### config.mk
export PLATFORM = sky130hd
export DESIGN_NAME = alu_mc
export DESIGN_NICKNAME = d
export VERILOG_FILES = /design/src/rtl/alu_mc_pkg.sv /design/src/rtl/alu_mc_div.sv /design/src/rtl/alu_mc.sv
export SDC_FILE = /design/constraint.sdc
export NUM_CORES = 1
export LEC_CHECK = 0
export ABC_AREA = 1
export CORE_UTILIZATION = 50
export DETAILED_ROUTE_END_ITERATION = 10
export PLACE_DENSITY_LB_ADDON = 0.2
export RECOVER_POWER = 50
export SLEW_MARGIN = 20
export SYNTH_ARGS = -nofsm -noshare
export SYNTH_HDL_FRONTEND = slang
export SYNTH_HIERARCHICAL = 1
export SYNTH_SLANG_ARGS = --single-unit
### constraint.sdc
create_clock -name clk -period 2.6 [get_ports clk]
set_input_delay 0.52 -clock clk [delete_from_list [all_inputs] [get_ports clk]]
set_output_delay 0.52 -clock clk [all_outputs]
set_load 0.01 [all_outputs]
### src/rtl/alu_mc_pkg.sv
// Shared types and constants for the multi-cycle ALU (alu_mc).
// Holds the opcode encoding, the controller state encoding and the default datapath width.
package alu_mc_pkg;

    localparam int ALU_MC_WIDTH = 32;

    typedef enum logic [2:0] {
        OP_ADD   = 3'd0,
        OP_SUB   = 3'd1,
        OP_AND   = 3'd2,
        OP_OR    = 3'd3,
        OP_SLT   = 3'd4,
        OP_MUL   = 3'd5,
        OP_DIV   = 3'd6,
        OP_PASSB = 3'd7
    } op_e;

    typedef enum logic [1:0] {
        ST_IDLE = 2'd0,
        ST_MUL  = 2'd1,
        ST_DIV  = 2'd2,
        ST_DONE = 2'd3
    } state_e;

endpackage

### src/rtl/alu_mc_div.sv
// Iterative restoring divider for alu_mc: one quotient bit per cycle, WIDTH cycles per divide.
// start captures the operands on its edge; done is high during the final iteration cycle,
// with quotient carrying the fully formed result for the parent to register on that edge.
// A zero divisor runs the full WIDTH cycles and naturally yields an all-ones quotient.
module alu_mc_div
    import alu_mc_pkg::*;
#(
    parameter int WIDTH = ALU_MC_WIDTH
) (
    input  logic             clk,
    input  logic             rst,
    input  logic             start,
    input  logic [WIDTH-1:0] dividend,
    input  logic [WIDTH-1:0] divisor,
    output logic             done,
    output logic [WIDTH-1:0] quotient,
    output logic             dz
);

    localparam int CNT_W = $clog2(WIDTH);

    logic [WIDTH-1:0] rem_q, rem_d;
    logic [WIDTH-1:0] quo_q, quo_d;
    logic [WIDTH-1:0] div_q, div_d;
    logic [CNT_W-1:0] cnt_q, cnt_d;
    logic             busy_q, busy_d;
    logic             dz_q, dz_d;

    logic [WIDTH:0]   shifted;
    logic [WIDTH:0]   diff;
    logic [WIDTH-1:0] rem_step;
    logic [WIDTH-1:0] quo_step;
    logic             last;

    // One restoring step: shift in the next dividend bit, trial-subtract, keep or restore.
    always_comb begin
        shifted  = {rem_q, quo_q[WIDTH-1]};
        diff     = shifted - {1'b0, div_q};
        rem_step = shifted[WIDTH-1:0];
        quo_step = {quo_q[WIDTH-2:0], 1'b0};
        if (!diff[WIDTH]) begin
            rem_step = diff[WIDTH-1:0];
            quo_step = {quo_q[WIDTH-2:0], 1'b1};
        end
    end

    assign last     = busy_q && (cnt_q == CNT_W'(WIDTH - 1));
    assign done     = last;
    assign quotient = quo_step;
    assign dz       = dz_q;

    // Load operands on start, otherwise advance one iteration per cycle while busy.
    always_comb begin
        rem_d  = rem_q;
        quo_d  = quo_q;
        div_d  = div_q;
        cnt_d  = cnt_q;
        busy_d = busy_q;
        dz_d   = dz_q;
        if (start) begin
            rem_d  = '0;
            quo_d  = dividend;
            div_d  = divisor;
            cnt_d  = '0;
            busy_d = 1'b1;
            dz_d   = (divisor == '0);
        end else if (busy_q) begin
            rem_d = rem_step;
            quo_d = quo_step;
            cnt_d = cnt_q + CNT_W'(1);
            if (last) begin
                busy_d = 1'b0;
                cnt_d  = '0;
            end
        end
    end

    // Divider state registers; reset abandons any divide in flight.
    always_ff @(posedge clk) begin
        if (rst) begin
            rem_q  <= '0;
            quo_q  <= '0;
            div_q  <= '0;
            cnt_q  <= '0;
            busy_q <= 1'b0;
            dz_q   <= 1'b0;
        end else begin
            rem_q  <= rem_d;
            quo_q  <= quo_d;
            div_q  <= div_d;
            cnt_q  <= cnt_d;
            busy_q <= busy_d;
            dz_q   <= dz_d;
        end
    end

endmodule

### src/rtl/alu_mc.sv
// Multi-cycle ALU top: single-cycle ADD/SUB/AND/OR/SLT/PASSB, WIDTH-cycle shift-add MUL,
// WIDTH-cycle restoring DIV (alu_mc_div), valid/ready handshakes on both sides.
// Optional macro ALU_MC_OVF_EN: when defined, ovf reports ADD carry-out / SUB borrow;
// when undefined, ovf is tied low and no carry logic exists.
module alu_mc
    import alu_mc_pkg::*;
#(
    parameter int WIDTH = ALU_MC_WIDTH
) (
    input  logic             clk,
    input  logic             rst,
    input  logic             in_valid,
    output logic             in_ready,
    input  logic [WIDTH-1:0] a,
    input  logic [WIDTH-1:0] b,
    input  logic [2:0]       sel,
    output logic             out_valid,
    input  logic             out_ready,
    output logic [WIDTH-1:0] r,
    output logic             zf,
    output logic             dz,
    output logic             ovf
);

    localparam int CNT_W = $clog2(WIDTH);

    state_e           state_q, state_d;
    logic [WIDTH-1:0] r_q, r_d;
    logic             zf_q, zf_d;
    logic             dz_q, dz_d;
    logic [WIDTH-1:0] acc_q, acc_d;
    logic [WIDTH-1:0] mcand_q, mcand_d;
    logic [WIDTH-1:0] mplier_q, mplier_d;
    logic [CNT_W-1:0] cnt_q, cnt_d;

    op_e              op;
    logic             accept;
    logic [WIDTH-1:0] simple_r;
    logic [WIDTH-1:0] acc_step;
    logic [WIDTH-1:0] div_r;
    logic             div_start;
    logic             div_done;
    logic [WIDTH-1:0] div_quot;
    logic             div_dz;

    assign op        = op_e'(sel);
    assign in_ready  = (state_q == ST_IDLE);
    assign out_valid = (state_q == ST_DONE);
    assign accept    = in_valid && in_ready;
    assign div_start = accept && (op == OP_DIV);
    assign acc_step  = mplier_q[0] ? (acc_q + mcand_q) : acc_q;
    assign div_r     = div_dz ? '1 : div_quot;

    assign r  = r_q;
    assign zf = zf_q;
    assign dz = dz_q;

    alu_mc_div #(
        .WIDTH(WIDTH)
    ) u_div (
        .clk      (clk),
        .rst      (rst),
        .start    (div_start),
        .dividend (a),
        .divisor  (b),
        .done     (div_done),
        .quotient (div_quot),
        .dz       (div_dz)
    );

    // Single-cycle result for the opcodes that complete on the accept edge.
    always_comb begin
        simple_r = '0;
        case (op)
            OP_ADD:   simple_r = a + b;
            OP_SUB:   simple_r = a - b;
            OP_AND:   simple_r = a & b;
            OP_OR:    simple_r = a | b;
            OP_SLT:   simple_r = {{(WIDTH-1){1'b0}}, (a < b)};
            OP_PASSB: simple_r = b;
            default:  simple_r = '0;
        endcase
    end

    // Controller: accept in IDLE, iterate in MUL/DIV, hold the result in DONE until taken.
    always_comb begin
        state_d  = state_q;
        r_d      = r_q;
        zf_d     = zf_q;
        dz_d     = dz_q;
        acc_d    = acc_q;
        mcand_d  = mcand_q;
        mplier_d = mplier_q;
        cnt_d    = cnt_q;
        case (state_q)
            ST_IDLE: begin
                if (accept) begin
                    case (op)
                        OP_MUL: begin
                            acc_d    = '0;
                            mcand_d  = a;
                            mplier_d = b;
                            cnt_d    = '0;
                            state_d  = ST_MUL;
                        end
                        OP_DIV: begin
                            state_d = ST_DIV;
                        end
                        default: begin
                            r_d     = simple_r;
                            zf_d    = (simple_r == '0);
                            dz_d    = 1'b0;
                            state_d = ST_DONE;
                        end
                    endcase
                end
            end
            ST_MUL: begin
                acc_d    = acc_step;
                mcand_d  = {mcand_q[WIDTH-2:0], 1'b0};
                mplier_d = {1'b0, mplier_q[WIDTH-1:1]};
                cnt_d    = cnt_q + CNT_W'(1);
                if (cnt_q == CNT_W'(WIDTH - 1)) begin
                    r_d     = acc_step;
                    zf_d    = (acc_step == '0);
                    dz_d    = 1'b0;
                    cnt_d   = '0;
                    state_d = ST_DONE;
                end
            end
            ST_DIV: begin
                if (div_done) begin
                    r_d     = div_r;
                    zf_d    = (div_r == '0);
                    dz_d    = div_dz;
                    state_d = ST_DONE;
                end
            end
            ST_DONE: begin
                if (out_ready) begin
                    state_d = ST_IDLE;
                end
            end
            default: begin
                state_d = ST_IDLE;
            end
        endcase
    end

    // Controller and datapath registers; reset drops any operation in progress.
    always_ff @(posedge clk) begin
        if (rst) begin
            state_q  <= ST_IDLE;
            r_q      <= '0;
            zf_q     <= 1'b0;
            dz_q     <= 1'b0;
            acc_q    <= '0;
            mcand_q  <= '0;
            mplier_q <= '0;
            cnt_q    <= '0;
        end else begin
            state_q  <= state_d;
            r_q      <= r_d;
            zf_q     <= zf_d;
            dz_q     <= dz_d;
            acc_q    <= acc_d;
            mcand_q  <= mcand_d;
            mplier_q <= mplier_d;
            cnt_q    <= cnt_d;
        end
    end

`ifdef ALU_MC_OVF_EN
    logic           ovf_q, ovf_d;
    logic [WIDTH:0] add_wide;

    // Carry/borrow is decided on the accept edge; every other opcode leaves it cleared.
    always_comb begin
        add_wide = {1'b0, a} + {1'b0, b};
        ovf_d    = ovf_q;
        if (accept) begin
            if (op == OP_ADD) begin
                ovf_d = add_wide[WIDTH];
            end else if (op == OP_SUB) begin
                ovf_d = (a < b);
            end else begin
                ovf_d = 1'b0;
            end
        end
    end

    // Overflow flag register, updated alongside the result.
    always_ff @(posedge clk) begin
        if (rst) begin
            ovf_q <= 1'b0;
        end else begin
            ovf_q <= ovf_d;
        end
    end

    assign ovf = ovf_q;
`else
    assign ovf = 1'b0;
`endif

endmodule

======== Word-level counts from Yosys, hierarchy flattened ========
Index checks and enable logic that the tools add are counted.
storage, ports and cells
  bits of input ports ..................... 71
  logic and storage cells ................. 103
  output and inout bits ................... 37
  register bits ........................... 240
operators by class
  $lt $le $gt $ge ......................... 1
  bitwise operators ....................... 2
  reductions and logical operators ........ 17
  $add $sub $neg .......................... 6
  eq/ne operators ......................... 18
  muxes and demuxes ....................... 45
operators by type and width
  kind                                                    number
  2-to-1 mux 32 bit                                       15
  case mux 32 bit (2 select lines)                        3
  case mux 32 bit (6 select lines)                        1
  zero test 32 bit                                        4
  case mux 32 bit (3 select lines)                        1
  adder 32 bit                                            2
  subtractor 33 x 32 -> 33 bit                            1
  bitwise AND 32 bit                                      1
  less-than comparator 32 bit                             1
  bitwise OR 32 bit                                       1
  subtractor 32 bit                                       1
  2-to-1 mux 5 bit                                        4
  == test 3 bit (second input constant)                   4
  2-to-1 mux 1 bit                                        12
  adder 5 x 1 -> 5 bit (second input constant)            2
  == test 5 bit (second input constant)                   2
  case mux 5 bit (2 select lines)                         1
  2-to-1 mux 2 bit                                        4
  case mux 2 bit (4 select lines)                         1
  == test 3 x 2 -> 1 bit (second input constant)          2
  inequality test 2 x 1 -> 1 bit (second input constant)  3
  inequality test 2 bit (second input constant)           3
  case mux 1 bit (3 select lines)                         2
  AND reduction 5 bit                                     1
  other kinds (12)                                        17

======== Longest topological paths before layout ========
Gate-level depths: netlist of the first run.
  word-level depth ........................ 6
  gate-level depth with buffers ........... 23
  mapped depth without buffers ............ 22

======== Cells and area by module ========
The synthesis of the first run kept the hierarchy.
modules (own cells, without submodules)
  module      area an instance (sq um)  times used  sequential area each (sq um)  cells each
  alu_mc      15,648.8                  1           2,742.6                       2,789
  alu_mc_div  7,395.8                   1           2,062.0                       1,240

======== Least setup slack after synthesis of the first run ========
Ideal clock, no wire load.
  kind .................................... register to register
  start ................................... register u_div.quo_q[31]
  end ..................................... register zf_q (netlist: zf)
  slack ................................... 0.001 ns
  path buffers ............................ 1
  clock period less this slack ............ 2.599 ns
  stages on the path, launching flop included .. 21
  arrival time ............................ 2.529 ns
  path through ............................ dfxtp_1 inv_1 ha_1 fa_1 inv_1 nand2_1 nand2_1 nand3_1 nand2_2 nand2_2 nand2_2 nand2_2 nand3_1 nand2_4 buf_6 nor4_1 nand4_1 nor2_1 o21bai_1 nand2_1 a21oi_1
on the way
  cells in the longest elaborated chain, start to end .. 6
ends and longest elaborated chain
  what                             RTL line          source
  start: declaration               alu_mc_div.sv:23  logic [WIDTH-1:0] quo_q, quo_d;
  start signal: assignment         alu_mc_div.sv:89  quo_q <= quo_d;
  subtractor 33 x 32 -> 33 bit     alu_mc_div.sv:38  diff = shifted - {1'b0, div_q};
  2-to-1 mux 1 bit                 alu_mc_div.sv:41  if (!diff[WIDTH]) begin
  named net div_quot[0]            alu_mc.sv:43      logic [WIDTH-1:0] div_quot;
  2-to-1 mux 32 bit                alu_mc.sv:52      assign div_r = div_dz ? '1 : div_quot;
  zero test 32 bit                 alu_mc.sv:134     zf_d = (div_r == '0);
  2-to-1 mux 1 bit                 alu_mc.sv:132     if (div_done) begin
  case mux 1 bit (3 select lines)  alu_mc.sv:95      case (state_q)
  end signal: assignment           alu_mc.sv:164     zf_q <= zf_d;
  end: declaration                 alu_mc.sv:29      logic zf_q, zf_d;
The timed path passes the listed nets, and every way through them passes these cells. The select of a mux whose other input is x is not followed.
A chain may end at the register's enable or synchronous reset.

======== Worst setup path in the final report of the first run ========
  start ................................... register u_div.cnt_q[1]
  end ..................................... register r_q[23] (netlist: r[23])
on the way
  cells in the longest elaborated chain, start to end .. 4
ends and longest elaborated chain
  what                                    RTL line          source
  start: declaration                      alu_mc_div.sv:25  logic [CNT_W-1:0] cnt_q, cnt_d;
  start signal: assignment                alu_mc_div.sv:91  cnt_q <= cnt_d;
  == test 5 bit                           alu_mc_div.sv:47  assign last = busy_q && (cnt_q == CNT_W'(WIDTH - 1));
  logical AND 1 bit                       alu_mc_div.sv:47
  named net div_done                      alu_mc.sv:42      logic div_done;
  inequality test 2 bit (no source line)  n/a
  AND reduction 5 bit (no source line)    n/a
  end signal: assignment                  alu_mc.sv:163     r_q <= r_d;
  end: declaration                        alu_mc.sv:28      logic [WIDTH-1:0] r_q, r_d;
The timed path passes the listed nets, and every way through them passes these cells.

==> metrics.csv, run 1 <==
metric,value,unit
status,"complete, but fails checks",
violations,negative setup slack,
wl_met2,43.9,mm
power_frac_seq,18.6,%
overflow,0,
timing.final.crit_share,105,%
endpoint_kind,flop,
synth_edf_count,0,
route.vias.total,28900,
fin_ws,-125,ps
initial_utilization,50.8,%
fin_skew,34.9,ps
htree_levels,1,
setup_viol,9,
ys_types,50,
power_leakage,16.7,nW
worst-path-buf-inv,4,
mostFrequentLayoutCells,"nand2_1, inv_1, buf_4",
layout-drive-gt1-share,24.5,%
utilization,70.1,%
ant_nets,0,
drt_wl_total,103,mm
arrival,3270,ps
post_drt_via_cell_ratio,5.47,
netlist_area,23000,um^2
r2r_start,u_div/cnt_q[1],
grt_usage,42.7,%
whs,354,ps
critPathRequiredTime,3140,ps
drt_first_pass_iters,6,
num_antenna_cells,0,
portBuffers,106,
grt_pass1_vias,26400,
r2r-end,r[23],
drcViolationCount,0,
maxUsedRoutingLayer,met4,
slew-limit-headroom,54.5,%
slowest_delay,340,ps
grt_max_degree,72,
ys_seq_elements,240,
clk_latency,610,ps
timing.fmax,367,MHz
power,27.7,mW
hold_path_class,in -> reg,
layout_min_cycle_time,2730,ps
crit_start,u_div/cnt_q[1],
p_switching,13.9,mW
maxCapViolations,0,
critPathKind,reg -> reg,
grt_pass1_wl,153,mm
post_drt_wl_per_cell,19.6,um
pwr-share-comb,66.2,%
rows,78,
yosysWarnings,6,
vdd_ir_drop_max,0.768,mV
p_per_area,872,nW/um^2
ys.flop_type,dfxtp_1,
wl_met3,10.9,mm
synthCells,4029,
cp_max_fo,5,
rr_worst_depth,13,
synthToLayoutAreaGrowth,38.1,%
final-hold-violation-count,0,
m1WireLength,43.4,mm
die-height,217,um
worst-path-stages,13,
p_int,13.9,mW
critPathLaunchType,flop,
root_buffer,clkbuf_16,
crit_family,compound AO/OA/AOI/OAI gates,
postSynthAreaPerCell,5.72,um^2
synth_fp_nets,4284,
cts_tree,yes,
place_hpwl,82.7,mm
final_common_cell,nand2_1,
die_area,47000,um^2
io_pins,108,
antenna_found_initial,1,
seq_area_frac_synth,20.8,%
async_flop_share,0,%
swShare,49.9,%
die_w,217,um
cts_made_buffers,29,
drv_slew,0,
clock-sinks,240,
pre_cts_ws,-1120,ps
first_iter_violations,3147,
holdPathStages,4,
clockBufferDepth,3,
gp_congestion,1.09,
grt_setup_unrepaired,true,
r2r_setup_slack,-130,ps
tightest_slew,682,ps
fp.coreArea,45400,um^2
cp_cell_sequence,ha_2 > inv_1 > nor3_2 > ha_1 > nand2_1 > inv_2 > o22ai_2 > nor4_4 > inv_2 > buf_4 > a31oi_1 > o21ai_1 > a21oi_1,
clk_pin_slew,60,ps
nNetsFinal,4920,
cp_common_cell,inv_2,
fill_cells,4134,
worst_path_max_delay_cell,dfxtp_1,
pwr-share-clk,15.2,%
cp-endpoint,r[23],
## power groups by stage
stage          sequential, mW  clock, mW  combinational [mW]
5_1_grt                  5.23       4.39                19.8
4_1_cts                  5.10       4.24                17.1
6_report                 5.17       4.22                18.4
3_3_place_gp             5.14          0                16.1
2_1_floorplan            5.06          0                9.37
3_5_place_dp             5.15          0                16.2
## layer usage
layer / GRT usage (%) / vias up
li1: - / 13900
met1: 57.3 / 13300
met2: 66.0 / 1424
met3: 8.90 / 255
met4: 18.0 / 0
met5: 0 / -
## synth_stat cells (14+ instances only)
| master | n | share of area (%) |
|---|---|---|
| buf_2 | 14 | 0.30 |
| nand2_2 | 18 | 0.49 |
| buf_6 | 15 | 0.73 |
| clkbuf_1 | 88 | 1.4 |
| inv_2 | 24 | 0.39 |
| dfxtp_1 | 240 | 21 |
| a31oi_1 | 71 | 1.9 |
| o22ai_1 | 29 | 0.79 |
| nor2_2 | 18 | 0.49 |
| nand4_1 | 35 | 0.95 |
| inv_1 | 675 | 11 |
| a22oi_1 | 14 | 0.46 |
| nor2_1 | 255 | 4.2 |
| nor3_1 | 37 | 0.80 |
| a21oi_1 | 255 | 5.5 |
| buf_4 | 45 | 1.5 |
| nand2_1 | 1356 | 22 |
| nor4_1 | 14 | 0.38 |
| buf_1 | 17 | 0.28 |
| ha_1 | 180 | 9.8 |
| nand3_1 | 293 | 6.4 |
| or2_2 | 17 | 0.46 |
| o21ai_0 | 195 | 4.2 |
## flip-flops by register name (all words and copies together) (netlist names)
signal / count
mplier_q: 32
u_div/cnt_q: 5
mcand_q: 32
state_q: 2
u_div/dz: 1
u_div/rem_q: 32
cnt_q: 5
dz: 1
u_div/quo_q: 32
acc_q: 32
u_div/div_q: 32
r: 32
u_div/busy_q: 1
zf: 1
## repair_timing
action	in CTS	in global routing
pin swaps	59	75
gates resized for setup	244	235
hold buffers	0	0
setup buffers	26	23
endpoints found under the setup margin	59	55
## metrics by stage
step,cell area [um^2],instances,TNS [ps]
2_1_floorplan,23000,4029,0
3_5_place_dp,28900,5187,-40640
5_1_grt,31800,5283,-14690
6_report,31800,5283,-597
4_1_cts,30900,5262,-80.8
3_3_place_gp,28900,5187,-36850
## cell families (layout without fill, tap and decap cells)
| logic type | count (synthesis) | count (layout) | share of synthesized area, % |
|---|---|---|---|
| buffers and inverters | 881 | 1535 | 15.6 |
| flip-flops | 240 | 240 | 20.8 |
| AO/OA/AOI/OAI | 626 | 626 | 15.1 |
| other | 1 | 1 | 0.0163 |
| XOR/XNOR | 18 | 18 | 0.684 |
| AND/OR/NAND/NOR | 2079 | 2079 | 37.6 |
| adder cells (fa/ha/maj) | 184 | 184 | 10.1 |
## layout make-up
class	instances	area, um^2	share of cell area, %
flip-flops and latches	240	4810	15.1
clock inverters	13	179	0.562
clock buffers	36	782	2.46
well taps	600	751	2.36
multi-input cells	2908	16300	51.1
repair buffers	784	6400	20.1
inverters	702	2640	8.28
## worst min-delay path by stage
stage,end,slack (ps),from
3_3_place_gp,mplier_q[31],450,mplier_q[31]
4_1_cts,r[21],460,r[21]
2_1_floorplan,u_div/div_q[15],440,u_div/div_q[15]
5_1_grt,u_div/quo_q[0],370,a[0]
3_5_place_dp,r[21],450,r[21]
6_report,u_div/quo_q[0],350,a[0]
## worst register-to-register path, delay by kind of cell (launching register included)
family	cells	cell delay, ps
adder cells (fa/ha/maj)	2	410
flip-flops	1	340
AND/OR/NAND/NOR	3	690
buffers and inverters	4	530
AO/OA/AOI/OAI	4	700
No activity file was read; power rests on OpenSTA's default activity.
==> run 2, diff against run 1 <==
--- a/config.mk
+++ b/config.mk
@@ -9,7 +9,7 @@
 export CORE_UTILIZATION = 50
 export DETAILED_ROUTE_END_ITERATION = 10
 export PLACE_DENSITY_LB_ADDON = 0.2
-export RECOVER_POWER = 50
+export RECOVER_POWER = 100
 export SLEW_MARGIN = 20
 export SYNTH_ARGS = -nofsm -noshare
 export SYNTH_HDL_FRONTEND = slang
==> results of run 2 <==
Final layout, timing and power as in run 1 (identical DEF).
